==> config.mk <==
export PLATFORM = sky130hd
export DESIGN_NAME = checkswap_move
export DESIGN_NICKNAME = d
export VERILOG_FILES = /design/src/rtl/checkswap_move.sv
export SDC_FILE = /design/constraint.sdc
export NUM_CORES = 1
export LEC_CHECK = 0
export BUFFER_PORTS_ARGS = -buffer_cell sky130_fd_sc_hd__buf_2
export CAP_MARGIN = 15
export CORE_MARGIN = 4
export CORE_UTILIZATION = 33
export DETAILED_ROUTE_END_ITERATION = 7
export SYNTH_ARGS = -nofsm -noshare
export SYNTH_HDL_FRONTEND = slang
export SYNTH_SLANG_ARGS = --single-unit
export TNS_END_PERCENT = 1
==> constraint.sdc <==
create_clock -name clk -period 9.9 [get_ports clk]
set_clock_uncertainty 0.2 [all_clocks]
set_input_delay 1.485 -clock clk [delete_from_list [all_inputs] [get_ports clk]]
set_output_delay 1.485 -clock clk [all_outputs]
set_load 0.005 [all_outputs]
==> src/rtl/checkswap_move.sv <==
// Two-lane pipelined evaluator of the old-vs-new tour length change for a local
// swap / 2-opt move over six points, with Manhattan or squared-Euclidean metric.
module checkswap_move #(
    parameter int CW     = 8,
    parameter int DW     = 32,
    parameter int METRIC = 0
) (
    input  logic                 clk,
    input  logic                 rst,
    input  logic                 start,
    input  logic                 clear,
    input  logic [1:0]           mode,
    input  logic [CW-1:0]        x0,
    input  logic [CW-1:0]        x1,
    input  logic [CW-1:0]        x2,
    input  logic [CW-1:0]        x3,
    input  logic [CW-1:0]        x4,
    input  logic [CW-1:0]        x5,
    input  logic [CW-1:0]        y0,
    input  logic [CW-1:0]        y1,
    input  logic [CW-1:0]        y2,
    input  logic [CW-1:0]        y3,
    input  logic [CW-1:0]        y4,
    input  logic [CW-1:0]        y5,
    output logic                 busy,
    output logic                 done,
    output logic                 improve,
    output logic signed [DW-1:0] delta,
    output logic                 err
);

    localparam int MIN_DW = ((METRIC != 0) ? 2*CW+2 : CW+1) + 3;

    if (DW < MIN_DW) begin : g_bad_dw
        $fatal(1, "checkswap_move: DW=%0d is below the minimum of %0d", DW, MIN_DW);
    end

    typedef enum logic [2:0] {
        S_IDLE,
        S_ISSUE,
        S_DRAIN,
        S_CMP,
        S_DONE
    } state_t;

    state_t          r_state, w_next;
    logic [2:0]      r_cnt;
    logic [1:0]      r_mode;
    logic [CW-1:0]   r_x [6];
    logic [CW-1:0]   r_y [6];
    logic            r_done;

    logic [CW-1:0]   r_old_dx, r_old_dy, r_new_dx, r_new_dy;
    logic [DW-1:0]   r_old_d, r_new_d;
    logic            r_v1, r_v2;
    logic [DW-1:0]   r_acc_old, r_acc_new;

    logic            w_accept;
    logic [2:0]      w_last_issue;
    logic [2:0]      w_oa, w_ob, w_na, w_nb;
    logic [DW-1:0]   w_diff;

    function automatic logic [CW-1:0] abs_diff(input logic [CW-1:0] a, input logic [CW-1:0] b);
        return (a > b) ? a - b : b - a;
    endfunction

    function automatic logic [DW-1:0] metric(input logic [CW-1:0] dx, input logic [CW-1:0] dy);
        logic [DW-1:0] ex, ey;
        ex = DW'(dx);
        ey = DW'(dy);
        return (METRIC != 0) ? ex * ex + ey * ey : ex + ey;
    endfunction

    // busy also covers the registered done cycle, after the FSM is already back in IDLE
    assign busy     = (r_state != S_IDLE) || r_done;
    assign done     = r_done;
    assign w_accept = start && !busy && !clear;
    assign w_diff   = r_acc_old - r_acc_new;

    always_comb begin
        case (r_mode)
            2'd0:    w_last_issue = 3'd2;
            2'd1:    w_last_issue = 3'd1;
            2'd2:    w_last_issue = 3'd3;
            default: w_last_issue = 3'd0;
        endcase
    end

    // NOTE: every combinational output gets a default first so no path infers a latch.
    always_comb begin
        w_next = r_state;
        case (r_state)
            S_IDLE:  if (w_accept) w_next = (mode == 2'd3) ? S_DONE : S_ISSUE;
            S_ISSUE: if (r_cnt == w_last_issue) w_next = S_DRAIN;
            S_DRAIN: if (r_cnt == 3'd1) w_next = S_CMP;
            S_CMP:   w_next = S_DONE;
            S_DONE:  w_next = S_IDLE;
            default: w_next = S_IDLE;
        endcase
        if (clear) w_next = S_IDLE;
    end

    // NOTE: sequential state uses non-blocking assignments so all registers update together.
    always_ff @(posedge clk or posedge rst) begin
        if (rst) begin
            r_state <= S_IDLE;
            r_cnt   <= '0;
        end else begin
            r_state <= w_next;
            r_cnt   <= (w_next != r_state || r_state == S_IDLE) ? 3'd0 : r_cnt + 3'd1;
        end
    end

    // Old lane walks the current edges, new lane the edges after the move.
    always_comb begin
        w_oa = 3'd0; w_ob = 3'd0; w_na = 3'd0; w_nb = 3'd0;
        case ({r_mode, r_cnt})
            {2'd0, 3'd0}: begin w_oa = 3'd0; w_ob = 3'd1; w_na = 3'd0; w_nb = 3'd2; end
            {2'd0, 3'd1}: begin w_oa = 3'd1; w_ob = 3'd2; w_na = 3'd2; w_nb = 3'd1; end
            {2'd0, 3'd2}: begin w_oa = 3'd2; w_ob = 3'd3; w_na = 3'd1; w_nb = 3'd3; end
            {2'd1, 3'd0}: begin w_oa = 3'd0; w_ob = 3'd1; w_na = 3'd0; w_nb = 3'd2; end
            {2'd1, 3'd1}: begin w_oa = 3'd2; w_ob = 3'd3; w_na = 3'd1; w_nb = 3'd3; end
            {2'd2, 3'd0}: begin w_oa = 3'd0; w_ob = 3'd1; w_na = 3'd0; w_nb = 3'd4; end
            {2'd2, 3'd1}: begin w_oa = 3'd1; w_ob = 3'd2; w_na = 3'd4; w_nb = 3'd2; end
            {2'd2, 3'd2}: begin w_oa = 3'd3; w_ob = 3'd4; w_na = 3'd3; w_nb = 3'd1; end
            {2'd2, 3'd3}: begin w_oa = 3'd4; w_ob = 3'd5; w_na = 3'd1; w_nb = 3'd5; end
            default: ;
        endcase
    end

    always_ff @(posedge clk or posedge rst) begin
        if (rst) begin
            r_mode <= '0;
            for (int i = 0; i < 6; i++) begin
                r_x[i] <= '0;
                r_y[i] <= '0;
            end
        end else if (w_accept) begin
            r_mode <= mode;
            r_x[0] <= x0; r_x[1] <= x1; r_x[2] <= x2;
            r_x[3] <= x3; r_x[4] <= x4; r_x[5] <= x5;
            r_y[0] <= y0; r_y[1] <= y1; r_y[2] <= y2;
            r_y[3] <= y3; r_y[4] <= y4; r_y[5] <= y5;
        end
    end

    // Clear kills in-flight valids so a request accepted right after cannot pick them up.
    always_ff @(posedge clk or posedge rst) begin
        if (rst) begin
            r_old_dx  <= '0; r_old_dy <= '0;
            r_new_dx  <= '0; r_new_dy <= '0;
            r_old_d   <= '0; r_new_d  <= '0;
            r_v1      <= 1'b0;
            r_v2      <= 1'b0;
            r_acc_old <= '0;
            r_acc_new <= '0;
        end else begin
            r_old_dx <= abs_diff(r_x[w_oa], r_x[w_ob]);
            r_old_dy <= abs_diff(r_y[w_oa], r_y[w_ob]);
            r_new_dx <= abs_diff(r_x[w_na], r_x[w_nb]);
            r_new_dy <= abs_diff(r_y[w_na], r_y[w_nb]);
            r_v1     <= (r_state == S_ISSUE) && !clear;
            r_old_d  <= metric(r_old_dx, r_old_dy);
            r_new_d  <= metric(r_new_dx, r_new_dy);
            r_v2     <= r_v1 && !clear;
            if (w_accept) begin
                r_acc_old <= '0;
                r_acc_new <= '0;
            end else if (r_v2) begin
                r_acc_old <= r_acc_old + r_old_d;
                r_acc_new <= r_acc_new + r_new_d;
            end
        end
    end

    always_ff @(posedge clk or posedge rst) begin
        if (rst) begin
            delta   <= '0;
            improve <= 1'b0;
            err     <= 1'b0;
            r_done  <= 1'b0;
        end else begin
            r_done <= (r_state == S_DONE) && !clear;
            if (r_state == S_CMP && !clear) begin
                delta   <= w_diff;
                improve <= !w_diff[DW-1] && (w_diff != '0);
                err     <= 1'b0;
            end else if (r_state == S_DONE && r_mode == 2'd3 && !clear) begin
                delta   <= '0;
                improve <= 1'b0;
                err     <= 1'b1;
            end
        end
    end

endmodule

* Yosys cells after proc, flatten, opt, wreduce, memory -nomap -nowiden
Index checks and enable logic that the tools add are counted.
Cells by class: reductions and logical operators 27, eq/ne operators 19, bitwise logic cells 4, $add $sub $neg 14, multiplexer cells 50, magnitude comparators 8
Operator list (count):
- 8-bit binary-select mux with 3-bit select | 8
- 32-bit 2-to-1 mux | 6
- 8-bit 2-to-1 mux | 20
- 32-bit by 9-bit adder with 32-bit output | 2
- 8-bit subtractor | 8
- 3-bit one-hot mux with 4 select lines | 3
- 8-bit > comparator | 4
- 32-bit nonzero test | 1
- 32-bit subtractor | 1
- 3-bit one-hot mux with 5 select lines | 2
- 5-bit equality test (second input constant) | 4
- 8-bit by 8-bit adder with 9-bit output | 2
- 3-bit 2-to-1 mux | 6
- 4-bit greater-or-equal comparator (second input constant) | 4
- 3-bit NOT with 4-bit output | 4
- 5-bit by 4-bit equality test with 1-bit output (second input constant) | 2
- 1-bit logical AND | 9
- 3-bit OR reduction | 3
- 2-bit equality test (second input constant) | 3
- 3-bit by 1-bit equality test with 1-bit output (second input constant) | 2
- 3-bit by 2-bit equality test with 1-bit output (second input constant) | 2
- 2-bit one-hot mux with 3 select lines | 1
- 2-bit OR reduction | 3
- 5-bit by 1-bit equality test with 1-bit output (second input constant) | 1
- 14 further kinds | 21
Word-level totals: input port bits 102, flip-flop bits (word level) 255

* Logic depth before layout (Yosys ltp)
word-level depth 11, gate-level depth with buffers 24, depth with buffers taken out 23

* Worst setup path before layout
OpenSTA, ideal clock, no wires.
path type reg2reg, from register r_cnt[1], to register r_new_dy[7], data arrival time 4.896 ns, setup slack 4.724 ns, stages on the path, launching flop included 25, required time 9.620 ns, period minus slack after synthesis 5.176 ns, cell sequence dfrtp_1 inv_1 ha_1 nor2b_1 nand2_1 o21a_1 nor2_1 buf_2 mux4_2 nand2_1 o21ai_0 inv_1 ha_1 inv_1 fa_1 a21o_1 a21o_1 a21o_1 a21oi_1 o21ai_0 clkbuf_1 a211o_1 a31oi_1 o21a_1 xnor2_1
On the way: word-level cells in the longest chain between the ends 9
RTL lines:
- from (decl) | line 47 | logic [2:0] r_cnt;
- from (signal assigned) | line 110 | r_cnt <= (w_next != r_state || r_state == S_IDLE) ? 3'd0 : r_cnt + 3'd1;
- 5-bit equality test, or another cell as far along | line 117 | case ({r_mode, r_cnt})
- 3-bit OR reduction (no source line) or 2-bit OR reduction (tied branches)
- 3-bit one-hot mux with 5 select lines or 3-bit one-hot mux with 4 select lines (tied branches) | line 117
- 3-bit NOT with 4-bit output (not written as such) | line 161 | r_new_dy <= abs_diff(r_y[w_na], r_y[w_nb]);
- 8-bit binary-select mux with 3-bit select | line 161
- 8-bit 2-to-1 mux (not written as such) (2 in a row) | line 161
- 8-bit subtractor or 8-bit > comparator (tied branches) | line 64 | return (a > b) ? a - b : b - a;
- 8-bit 2-to-1 mux * | line 64
- to (signal assigned) | line 161
- to (decl) | line 53 | logic [CW-1:0] r_old_dx, r_old_dy, r_new_dx, r_new_dy;
Every way passes the cells marked *; elsewhere a longest branch is shown, timed or not. The select of a mux whose other input is x is not followed. A chain may end at the register's enable or synchronous reset.

* Worst setup path after layout
from register r_cnt[2], to register r_new_dy[5]
The elaborated chain is that of the path after synthesis.

==> results_dict.tcl <==
set metrics [dict create \
    timing.final.ws_setup_ps 3310 \
    hold_viol 0 \
    grt_pass1_vias 15650 \
    drt-initial-drc-count 1259 \
    die_y_um 242.9 \
    cp-start-kind "flip-flop" \
    dieArea_sq_um 58990 \
    tightest_slew_ps 1187 \
    p_seq_share_pct 29.4 \
    start_util_pct 33.57 \
    ys_seq_area_share_pct 35.05 \
    antenna_left 0 \
    status "completed" \
    port_buffers 137 \
    setup_viol 0 \
    synth_async_sr_flop_share_pct 100.0 \
    cts_hold_buf 0 \
    layout-drive-gt1-share_pct 11.87 \
    yosys.area_share.xor_xnor_pct 5.628 \
    slew_viol_final 0 \
    final_common_cell "nand2_1" \
    cts_max_level 1 \
    synth_edf_count 0 \
    cp-startpoint "r_cnt[2]" \
    ys_types 64 \
    cts_buffer_depth 3 \
    crit_path_end_kind "flip-flop" \
    synth_compound_area_share_pct 14.78 \
    synth_area_sq_um 18210 \
    yosys.area.top_type_share_pct 35.05 \
    grt_start_max_net_pins 119 \
    syn_area_per_cell_sq_um 8.371 \
    cts.sinks 255 \
    synth_area_leaders "dfrtp_1 (35%), nand2_1 (11%), ha_1 (8.9%), mux2i_1 (4.8%), xnor2_1 (3.9%)" \
    cts_resized 0 \
    synthSimpleGateAreaFrac_pct 20.80 \
    finalSetupTns_ps 0 \
    reg2reg_from "r_cnt[2]" \
    drc 0 \
    wire_per_inst_um 18.68 \
    fin_crit_ps 6590 \
    min_path_cells 1 \
    cts_setup_buffers 0 \
    netSwitchingPower_mw 2.214 \
    finalPower_mw 5.325 \
    fin_nets 2515 \
    synth_mux_area_share_pct 7.999 \
    hold_class "flip-flop to flip-flop" \
    crit_type "flip-flop to flip-flop" \
    rows 85 \
    arrival_ps 6850 \
    leakage_nw 10.10 \
    crit_fanout 18 \
    critical_path_required_ps 10160 \
    r2r_end "r_new_dy[5]" \
    powerDensity_nw_per_um2 258.0 \
    mappedNetlistNets 2420 \
    dieWidth_um 242.9 \
    peakVddDrop_uv 150.5 \
    synth_seq_cells 255 \
    synth_top_family_by_area "simple AND/OR/NAND/NOR gates" \
    grt_overflow 0 \
    rrSetupSlack_ps 3310 \
    num_vias 15830 \
    globalplace.congestion 0.9032 \
    diodes 0 \
    nFillCells 5544 \
    core_area_sq_um 54240 \
    antenna_found_initial 0 \
    io_pins 138 \
    yosysTopAreaCell "dfrtp_1" \
    dp_cells 2935 \
    post-dp-hpwl_um 42710 \
    synth_adder_area_share_pct 10.36 \
    most-common-layout-cells "nand2_1 (530), dfrtp_1 (255), inv_1 (154)" \
    cts_tree "built" \
    track_usage_pct 18.43 \
    yosys_warnings 0 \
    final_cells 2987 \
    first_pass_iters 5 \
    switching_share_pct 41.58 \
    fmax_ghz 0.1518 \
    finalCritPeriodShare_pct 66.56 \
    max_cap_viol_count 0 \
    area_growth_pct 13.35 \
    postRouteWirelength_um 55810 \
    rr_worst_depth 20 \
    clk_pin_slew_ps 60 \
    cts-buffers-inserted 29 \
    grt_pass1_wl_um 88240 \
    worstSkewPairLatency_ps 600 \
    rsz0062_at_grt "false" \
    crit_end "r_new_dy[5]" \
    via_per_inst 5.301 \
    syn_inst 2175 \
    utilization_pct 38.05 \
    cts_root_buf "clkbuf_16" \
    clkPwrFrac_pct 20.7 \
    relSlewSlack_pct 20.88 \
    synth_ff_type "dfrtp_1" \
    comb_power_share_pct 49.9 \
    p_int_mw 3.111 \
    pre_cts_slack_ps 3403 \
]
[logic make-up (layout without fill, tap and decap cells)]
group | count (synthesis) | after routing
xor+xnor | 117 | 117
mux | 118 | 118
compound gates | 409 | 409
simple gates | 874 | 874
fa+ha+maj | 143 | 143
buf+inv | 259 | 375
flops | 255 | 255
[synth_stat cells (all sizes together) (12+ instances only)]
library cell	n
clkbuf	95
ha	130
a21o	44
nor2	108
fa	13
o21a	26
nor2b	18
a31oi	12
o22ai	19
nand3	73
o21ai	82
a211oi	21
dfrtp	255
xor2	36
and2	19
nand4	26
a21oi	108
o21bai	16
inv	156
nor3	21
and3	34
a22o	31
mux4	21
nand2	530
mux2i	87
xnor2	81
[power groups by stage]
stage	Clock, mW	Combinational, mW	Sequential (mW)
6_report	1.10	2.66	1.56
5_1_grt	1.18	2.98	1.58
4_1_cts	1.13	2.67	1.56
3_5_place_dp	0	2.65	1.58
3_3_place_gp	0	2.61	1.58
2_1_floorplan	0	2.02	1.43
[critical path, cell delays in order, from the launching register on]
cell     delay, ps
dfrtp_1        580
nor2_1         340
nand2_1        260
inv_1          180
nand2_1        480
nand2_1        710
nand2_1        450
o32ai_1        440
inv_1          180
fa_1           460
a21o_1         180
a21o_1         190
a21o_1         170
a21oi_1        270
o21ai_0        280
buf_4          250
mux2_2         280
o21ai_0        160
and2_1         140
o21ai_0         80
xor2_1         150
[registers in the layout, indices dropped and copies added (netlist names), 2 cells and up]
register,count
r_new_dx,8
r_x,48
r_acc_new,32
r_acc_old,32
r_state,3
delta,32
r_new_dy,8
r_old_dx,8
r_new_d,9
r_cnt,3
r_mode,2
r_old_dy,8
r_old_d,9
r_y,48
[metal layers]
metal	share of wire [%]	wire length (um)	track usage [%]	up-vias
li1	-	-	-	7602
met1	45	25080	24.97	7644
met2	46	25770	30.70	481
met3	5.3	2966	2.461	107
met4	3.6	1998	5.755	0
met5	0	0	0	-
[worst min path at each step]
stage / slack [ps] / from / to
5_1_grt: 290 / r_new_dy[0] / r_new_d[0]
3_3_place_gp: 250 / r_v1 / r_v2
6_report: 270 / r_new_dy[0] / r_new_d[0]
4_1_cts: 270 / r_v1 / r_v2
3_5_place_dp: 260 / r_v1 / r_v2
2_1_floorplan: 240 / r_v1 / r_v2
[area by class of cell]
class,count,area [sq um],share of cell area [%]
clock buffers,39,813.3,3.941
multi-input cells,1661,10910,52.86
repair buffers,167,910.9,4.414
well taps,696,870.8,4.220
clock inverters,13,158.9,0.7700
flip-flops and latches,255,6381,30.92
inverters,156,593.1,2.874
[per-stage QoR]
stage	hold WS (ps)	area (sq um)
6_report	267.8	20640
2_1_floorplan	238.5	18210
4_1_cts	269.6	20640
5_1_grt	292.7	20640
3_5_place_dp	256.4	19670
3_3_place_gp	254.6	19670
Power figures use the tool's default switching activity.
